File: src/rtl/lsu_pkg.sv
// Shared definitions for the load/store unit: FSM states, RV32I size codes and defaults.
// Used by load_store_unit and lsu_align.
package lsu_pkg;

    typedef enum logic [1:0] {
        ST_IDLE = 2'd0,
        ST_REQ  = 2'd1,
        ST_WAIT = 2'd2,
        ST_RESP = 2'd3
    } lsu_state_e;

    localparam logic [2:0] F3_B  = 3'b000;
    localparam logic [2:0] F3_H  = 3'b001;
    localparam logic [2:0] F3_W  = 3'b010;
    localparam logic [2:0] F3_BU = 3'b100;
    localparam logic [2:0] F3_HU = 3'b101;

    localparam int unsigned LSU_TIMEOUT_DEFAULT = 16;

    // Unsigned loads have no store counterpart.
    function automatic logic funct3_legal(input logic write, input logic [2:0] f3);
        case (f3)
            F3_B, F3_H, F3_W: return 1'b1;
            F3_BU, F3_HU:     return !write;
            default:          return 1'b0;
        endcase
    endfunction

    function automatic logic is_misaligned(input logic [2:0] f3, input logic [1:0] off);
        case (f3[1:0])
            2'b01:   return off[0];
            2'b10:   return off != 2'b00;
            default: return 1'b0;
        endcase
    endfunction

endpackage

File: src/rtl/lsu_align.sv
// Combinational lane logic: byte enables, store data replication, load lane select and extension.
module lsu_align
    import lsu_pkg::*;
(
    input  logic [2:0]  funct3_i,
    input  logic [1:0]  off_i,
    input  logic [31:0] wdata_i,
    input  logic [31:0] rdata_i,
    output logic [3:0]  be_o,
    output logic [31:0] wdata_o,
    output logic [31:0] rdata_o
);

    logic [31:0] shifted;
    logic        sx;

    always_comb begin
        shifted = rdata_i >> {off_i, 3'b000};
        sx      = !funct3_i[2];
        be_o    = 4'b1111;
        wdata_o = wdata_i;
        rdata_o = shifted;
        case (funct3_i[1:0])
            2'b00: begin
                be_o    = 4'b0001 << off_i;
                wdata_o = {4{wdata_i[7:0]}};
                rdata_o = {{24{sx & shifted[7]}}, shifted[7:0]};
            end
            2'b01: begin
                be_o    = 4'b0011 << off_i;
                wdata_o = {2{wdata_i[15:0]}};
                rdata_o = {{16{sx & shifted[15]}}, shifted[15:0]};
            end
            default: ;
        endcase
    end

endmodule

File: src/rtl/load_store_unit.sv
// RV32I load/store unit: one outstanding access, req/gnt/rvalid memory port, timeout abort.
// Define LSU_MISALIGN_TRAP_EN to reject misaligned H/W accesses instead of forcing them aligned.
module load_store_unit
    import lsu_pkg::*;
#(
    parameter int unsigned TIMEOUT_CYCLES = LSU_TIMEOUT_DEFAULT
) (
    input  logic        clk,
    input  logic        reset,
    input  logic        req_valid,
    output logic        req_ready,
    input  logic        req_write,
    input  logic [2:0]  req_funct3,
    input  logic [31:0] req_addr,
    input  logic [31:0] req_wdata,
    output logic        rsp_valid,
    output logic [31:0] rsp_rdata,
    output logic        rsp_err,
    output logic        mem_req,
    output logic        mem_we,
    output logic [31:0] mem_addr,
    output logic [31:0] mem_wdata,
    output logic [3:0]  mem_be,
    input  logic        mem_gnt,
    input  logic        mem_rvalid,
    input  logic [31:0] mem_rdata
);

    localparam int unsigned TW = $clog2(TIMEOUT_CYCLES + 1);

    lsu_state_e  state_q, state_d;
    logic        write_q;
    logic [2:0]  f3_q;
    logic [31:2] addr_q;
    logic [1:0]  off_q;
    logic [31:0] wdata_q;
    logic [31:0] rdata_q;
    logic        err_q;
    logic [TW-1:0] tmo_q;

    logic        req_mis;
    logic        req_bad;
    logic [1:0]  req_off;
    logic        tmo_expired;
    logic [3:0]  lane_be;
    logic [31:0] lane_wdata;
    logic [31:0] lane_rdata;

    assign req_mis = is_misaligned(req_funct3, req_addr[1:0]);
`ifdef LSU_MISALIGN_TRAP_EN
    assign req_bad = !funct3_legal(req_write, req_funct3) || req_mis;
    assign req_off = req_addr[1:0];
`else
    assign req_bad = !funct3_legal(req_write, req_funct3);
    assign req_off = req_mis ? 2'b00 : req_addr[1:0];
`endif

    assign tmo_expired = (tmo_q == TW'(TIMEOUT_CYCLES - 1));

    lsu_align u_align (
        .funct3_i (f3_q),
        .off_i    (off_q),
        .wdata_i  (wdata_q),
        .rdata_i  (mem_rdata),
        .be_o     (lane_be),
        .wdata_o  (lane_wdata),
        .rdata_o  (lane_rdata)
    );

    always_comb begin
        state_d = state_q;
        case (state_q)
            ST_IDLE: if (req_valid) state_d = req_bad ? ST_RESP : ST_REQ;
            ST_REQ:  if (mem_gnt) state_d = ST_WAIT;
            ST_WAIT: if (mem_rvalid || tmo_expired) state_d = ST_RESP;
            default: state_d = ST_IDLE;
        endcase
    end

    always_ff @(posedge clk) begin
        if (reset) begin
            state_q <= ST_IDLE;
            write_q <= 1'b0;
            f3_q    <= '0;
            addr_q  <= '0;
            off_q   <= '0;
            wdata_q <= '0;
            rdata_q <= '0;
            err_q   <= 1'b0;
            tmo_q   <= '0;
        end else begin
            state_q <= state_d;
            case (state_q)
                ST_IDLE: if (req_valid) begin
                    write_q <= req_write;
                    f3_q    <= req_funct3;
                    addr_q  <= req_addr[31:2];
                    off_q   <= req_off;
                    wdata_q <= req_wdata;
                    err_q   <= req_bad;
                    rdata_q <= '0;
                end
                ST_REQ: tmo_q <= '0;
                ST_WAIT: begin
                    // rvalid wins over a timeout landing in the same cycle.
                    if (mem_rvalid) begin
                        rdata_q <= write_q ? '0 : lane_rdata;
                    end else if (tmo_expired) begin
                        err_q   <= 1'b1;
                        rdata_q <= '0;
                    end else begin
                        tmo_q <= tmo_q + 1'b1;
                    end
                end
                default: ;
            endcase
        end
    end

    // Memory-side outputs are only driven while requesting so idle/reset values stay zero.
    always_comb begin
        req_ready = (state_q == ST_IDLE);
        rsp_valid = (state_q == ST_RESP);
        rsp_err   = rsp_valid & err_q;
        rsp_rdata = rsp_valid ? rdata_q : '0;
        mem_req   = (state_q == ST_REQ);
        mem_we    = mem_req & write_q;
        mem_addr  = mem_req ? {addr_q, 2'b00} : '0;
        mem_wdata = mem_req ? lane_wdata : '0;
        mem_be    = mem_req ? lane_be : '0;
    end

endmodule
File: config.mk
export PLATFORM = sky130hd
export DESIGN_NAME = load_store_unit
export DESIGN_NICKNAME = d
export VERILOG_FILES = /design/src/rtl/lsu_pkg.sv /design/src/rtl/lsu_align.sv /design/src/rtl/load_store_unit.sv
export SDC_FILE = /design/constraint.sdc
export NUM_CORES = 1
export LEC_CHECK = 0
export ABC_CLOCK_PERIOD_IN_PS = 2300
export CAP_MARGIN = 10
export CORE_UTILIZATION = 45
export DETAILED_ROUTE_END_ITERATION = 6
export GPL_TIMING_DRIVEN = 0
export PLACE_DENSITY = 0.87
export SLEW_MARGIN = 25
export SYNTH_ARGS = -nofsm -noshare
export SYNTH_HDL_FRONTEND = slang
export SYNTH_SLANG_ARGS = --single-unit
File: constraint.sdc
create_clock -name clk -period 2.3 [get_ports clk]
set_input_delay 0.23 -clock clk [delete_from_list [all_inputs] [get_ports clk]]
set_output_delay 0.23 -clock clk [all_outputs]
set_load 0.02 [all_outputs]
# After elaboration in Yosys (flattened, before gate mapping)
# Index checks and enable logic that the tools add are counted.
dict set report op_classes {
  addsub 1
  n_eq_ne 18
  shifts 3
  mux 27
  bitwise 4
  reduce_logical 17
}
# op count
set ops {}
lappend ops {{32-bit two-way mux} 7}
lappend ops {{32-bit case mux with 2 select lines} 3}
lappend ops {{32-bit by 5-bit right shift with 32-bit output} 1}
lappend ops {{2-bit two-way mux} 5}
lappend ops {{5-bit two-way mux} 2}
lappend ops {{2-bit != test (second input constant)} 5}
lappend ops {{5-bit case mux with 2 select lines} 1}
lappend ops {{3-bit AND reduction} 3}
lappend ops {{4-bit case mux with 2 select lines} 1}
lappend ops {{2-bit by 1-bit equality test with 1-bit output (second input constant)} 3}
lappend ops {{2-bit equality test (second input constant)} 3}
lappend ops {{3-bit equality test (second input constant)} 2}
lappend ops {{1-bit case mux with 2 select lines} 3}
lappend ops {{2-bit case mux with 3 select lines} 1}
lappend ops {{2-bit nonzero test} 3}
lappend ops {{5-bit by 1-bit adder with 5-bit output (second input constant)} 1}
lappend ops {{5-bit by 4-bit equality test with 1-bit output (second input constant)} 1}
lappend ops {{1-bit bitwise AND} 4}
lappend ops {{2-bit zero test} 2}
lappend ops {{4-bit two-way mux} 1}
lappend ops {{4-bit AND reduction} 1}
lappend ops {{1-bit by 2-bit left shift with 4-bit output (first input constant)} 1}
lappend ops {{2-bit by 2-bit left shift with 4-bit output (first input constant)} 1}
lappend ops {{3-bit by 1-bit equality test with 1-bit output (second input constant)} 1}
lappend ops {{10 further kinds} 14}
dict set report totals {
  register_bits 108
  output_inout_bits 105
}

# Logic depth before layout (Yosys ltp)
dict set report depth {
  depth_word 6
  ltp_mapped 8
  ltp_nobuf 7
}

# Hierarchy
# From an unflattened synthesis, not the netlist that was laid out.
dict set report unflattened {
  hier_cells 815
  area_unflattened_um2 6182.2
}
# module n_inst cells_per_inst area_per_inst_um2
set modules_own_cells {}
lappend modules_own_cells {load_store_unit 1 633 4864.7}
lappend modules_own_cells {lsu_align 1 182 1317.5}

# Least setup slack after synthesis
# Ideal clock, no wire load.
dict set report synth_path {
  kind {reg2reg}
  from {register state_q[0]}
  to {register rdata_q[24]}
  arrival_ns 2.020
  required_time_ns 2.241
  path_slack_ns 0.220
  path_stages_with_launch 8
  n_path_buf 1
  period_less_slack_ns 2.080
  cell_sequence {dfxtp_1 > inv_1 > ha_1 > nor2b_4 > or4_4 > buf_4 > nor3_4 > a221o_1}
}
dict set report synth_between {
  elab_chain_cells 3
  elab_cells_between_ends 7
  classes_between {3 x eq/ne; 1 x mux; 3 x reduce/logical}
}
# element line
set synth_rtl {}
lappend synth_rtl {{start: declaration} load_store_unit.sv:31} ;# lsu_state_e state_q, state_d;
lappend synth_rtl {{start signal: assignment} load_store_unit.sv:92} ;# state_q <= state_d;
lappend synth_rtl {{2-bit zero test *} --}
lappend synth_rtl {{via req_ready} load_store_unit.sv:11} ;# output logic req_ready,
lappend synth_rtl {{2-bit != test (no line) / 2-bit nonzero test (equally long branches)} --}
lappend synth_rtl {{3-bit AND reduction (no line)} --}
lappend synth_rtl {{end signal: assignment} load_store_unit.sv:107} ;# rdata_q <= write_q ? '0 : lane_rdata;
lappend synth_rtl {{end: declaration} load_store_unit.sv:37} ;# logic [31:0] rdata_q;
# Mark *: on every way through the listed nets, which the timed path passes. The rest lies on a longest branch.
# A chain may end at the register's enable or synchronous reset.

# Final worst setup path
dict set report layout_path {
  from {register state_q[1]}
  to {output mem_addr[12]}
}
dict set report layout_between {
  elab_chain_cells 2
}
# element line
set layout_rtl {}
lappend layout_rtl {{2-bit by 1-bit equality test with 1-bit output} load_store_unit.sv:126} ;# mem_req = (state_q == ST_REQ);
lappend layout_rtl {{32-bit two-way mux} load_store_unit.sv:128} ;# mem_addr = mem_req ? {addr_q, 2'b00} : '0;
lappend layout_rtl {{end: declaration} load_store_unit.sv:21} ;# output logic [31:0] mem_addr,
# Every way passes these cells.

==> impl_summary.txt <==
----------------------------------------------------
[Place]
  HPWL after detailed placement ... between 10 and 15 mm
  Global placement routability congestion ... 0.8552
  Placed standard-cell area ... 7776 sq um
  Number of port buffers ... around 210
  Worst slack, placed ... -0.2571 ns

[Route]
  Pre-Repair DR Iteration Count ... 5
  Count of nets left with antenna violations after detail routing ... 0
  Final Routed Wirelength ... 17.44 mm
  Detailed-route vias per instance ... ~5.4
  DRC marker count from the first detailed-route iteration ... 323
  Post-route DRC violation count ... 0
  Average wire per standard cell ... 16.73 um
  Via count ... 5581

[Global routing]
  Leftover overflow at the end of global routing ... 0
  Overall track demand over capacity in global routing ... 0.2695
  Largest net degree at the start of global routing ... 19
  Via count of the first global-routing pass ... 5294
  Number of antenna violations at the first check in global routing ... 0
  Wire length of the first global-routing pass ... about 27 mm

[Cells and area]
  Fill cell count ... ~1000
  Share of layout cells above drive strength 1 ... 0.1028
  Post-layout net count ... ~1000
  Fraction of the core area covered by cells at the end of the flow ... 0.6849
  Antenna Diode Count ... 0
  Area growth syn-to-layout ... 48.51%
  Cell area after layout ... 8193 sq um
  Leading cell type in the layout, fill and taps excluded ... nand2_1
  Highest-count cells in the layout ignoring fill and taps ... nand2_1 (163), clkdlybuf4s50_1 (150), dfxtp_1 (106)

[Floorplan]
  Ports placed on the boundary ... 210
  Overall die width ... around 110 um
  Standard-cell rows ... 40
  Area of the core region ... 11960 sq um
  Die H ... 112.7 um
  Area of the die ... around 13000 sq um
  Effective utilization at floorplan ... 0.4612

[Setup path]
  Ordered list of cells on the worst path ... inv_1 > ha_4 > clkbuf_2 > and2_1 > clkdlybuf4s50_1
  Element type at the critical path start ... flip-flop
  Data arrival time at the worst-slack endpoint ... 1.99 ns
  Peak fanout along the critical path ... 10
  Flop2flop setup slack ... about 0.09 ns
  Max stage delay cell, worst path ... clkdlybuf4s50_1
  Category of the worst setup path capture point ... output port
  Path type of the worst setup path ... reg -> out
  Required time worst endpoint ... 2.07 ns
  Peak per-stage delay on the critical path ... 0.60 ns

[Logic synthesis]
  Total of warnings raised by yosys ... 0
  Synthesized area per cell ... 8.234 sq um
  Number of enable flip-flop cells after synthesis ... 0
  Sequential share of the synthesized area ... 0.3919
  Share of synthesized registers carrying an async set or reset ... 0
  Total standard cell area after synthesis ... 5517 sq um
  Top_reg_cell synth ... dfxtp_1
  Number of cells produced by synthesis ... 670
  Number of distinct library cell variants in the gate-level netlist after synthesis ... 47
  FF+latch count, synth ... 108

[Clocking]
  Number of CTS-inserted buffers ... 9
  CTS root buffer ... clkbuf_16
  CTS clock-pin slew for the worst setup and hold paths ... 0.08 ns
  Buffer levels on the longest clock path ... 2
  H-tree level count ... 3
  Clock tree from TritonCTS ... done
  # hold bufs at CTS ... 0
  Clock insertion delay at the later pin of the skew report ... 0.34 ns
  Num Clock Sinks ... 108

[Run status]
  Result of the run ... finished, final reports clean

[STA]
  RSZ-0062 raised after global routing ... false
  Final count of pins violating max slew ... 0
  Worst Tran Pin Value ... 0.9291 ns
  Final hold violations ... 0
  Clock Skew ... 0.01132 ns
  Crit share post-route ... 0.9647
  Worst Setup Slack, final ... 0.08117 ns
  Final-report setup violation count ... 0
  Max_slew headroom ... 0.3792
  Final critical path time including I/O delays and setup ... ~2.2 ns
  Peak Freq ... 0.4507 GHz
  Final setup TNS ... 0 ns

[Hold path]
  Path class of the lowest-slack min-delay path ... in -> reg

[Power]
  Power Dens Cells ... 776.8 nW/um^2
  Worst voltage drop across the vdd grid ... ~520 uV
  Total power consumption of the routed design ... approximately 6.4 mW
  Static Leak ... roughly 3.5 nW

[Job]
  Max cap viols ... 0

----------------------------------------------------
cell usage after synthesis, drive strengths merged (6+ instances only):
master,number,area share
mux2i,16,0.029
nor2,20,0.015
a221oi,8,0.013
a21boi,8,0.011
clkbuf,33,0.022
nor3,6,0.0075
mux4,8,0.033
nand2,163,0.11
buf,21,0.020
nor2b,10,0.013
a22oi,9,0.012
inv,8,0.0054
a21oi,77,0.070
a221o,16,0.029
and2,81,0.092
mux2,17,0.035
o2bb2ai,8,0.013
dfxtp,108,0.39
o21ai,11,0.010
ha,9,0.020
cell type report:
cell class                      instances  area, sq um  area share
Tap cell                              147        183.9     0.02245
Clock inverter                          6        70.07    0.008552
Inverter                                8        30.03    0.003665
Multi-Input combinational cell        501         3144      0.3838
Buffer                                 50        260.3     0.03177
Sequential cell                       108         2167      0.2645
Clock buffer                           10        239.0     0.02917
Timing Repair Buffer                  212         2098      0.2561
kinds of logic after synthesis:
group,after synthesis,share of synthesized area
DFF,108,0.3919
muxes,41,0.09639
and+or+nand+nor,300,0.2640
adders and majority gates,9,0.02041
xor gates and xnor gates,2,0.003176
AOI/OAI and AO/OA,147,0.1751
buffers and inverters,62,0.04831
other,1,0.0006798
stage by stage:
stage          hold WS (ns)  instances
2_1_floorplan        0.3660        671
3_3_place_gp         0.4372       1025
3_5_place_dp         0.4420       1025
4_1_cts              0.4261       1041
5_1_grt              0.4273       1042
6_report             0.4311       1042
what timing repair did:
action / in CTS / in global routing
setup endpoints to repair: 119 / 91
pin swaps: 2 / 1
buffers inserted: 3 / 2
resized for setup: 67 / 33
state kept, by name, indices dropped and copies added (netlist names):
signal	cells
rdata_q	32
wdata_q	32
addr_q	30
tmo_q	5
f3_q	3
off_q	2
state_q	2
err_q	1
write_q	1
final timing paths:
path | start | end | cells past startpoint
worst max-delay path | state_q[1]$_SDFFE_PP0P_ | mem_addr[12] | 5
worst min-delay path | req_addr[19] | addr_q[19]$_SDFFE_PP0P_ | 3
worst max register to register | state_q[1]$_SDFFE_PP0P_ | rdata_q[31]$_SDFFE_PP0P_ | 8
worst min register to register | addr_q[7]$_SDFFE_PP0P_ | addr_q[7]$_SDFFE_PP0P_ | 2
worst max-delay path: cells and delay by family, from the launching register on:
family / cells / cell delay, ns
buffers and inverters: 3 / 0.93
DFF: 1 / 0.35
adders and majority gates: 1 / 0.22
and+or+nand+nor: 1 / 0.16
routing by layer:
metal,track usage,vias up,part of all wire
met5,0,-,0
met4,0.07733,0,0.020
met3,0.06856,31,0.082
met2,0.4663,257,0.48
met1,0.3312,2575,0.41
li1,-,2718,-
power breakdown:
part           switching [mW]  leakage (nW)  internal (mW)
sequential              0.221         0.882           2.17
clock                   0.702         0.153          0.885
combinational            1.38          2.46           1.00
No activity file was read; power rests on OpenSTA's default activity.
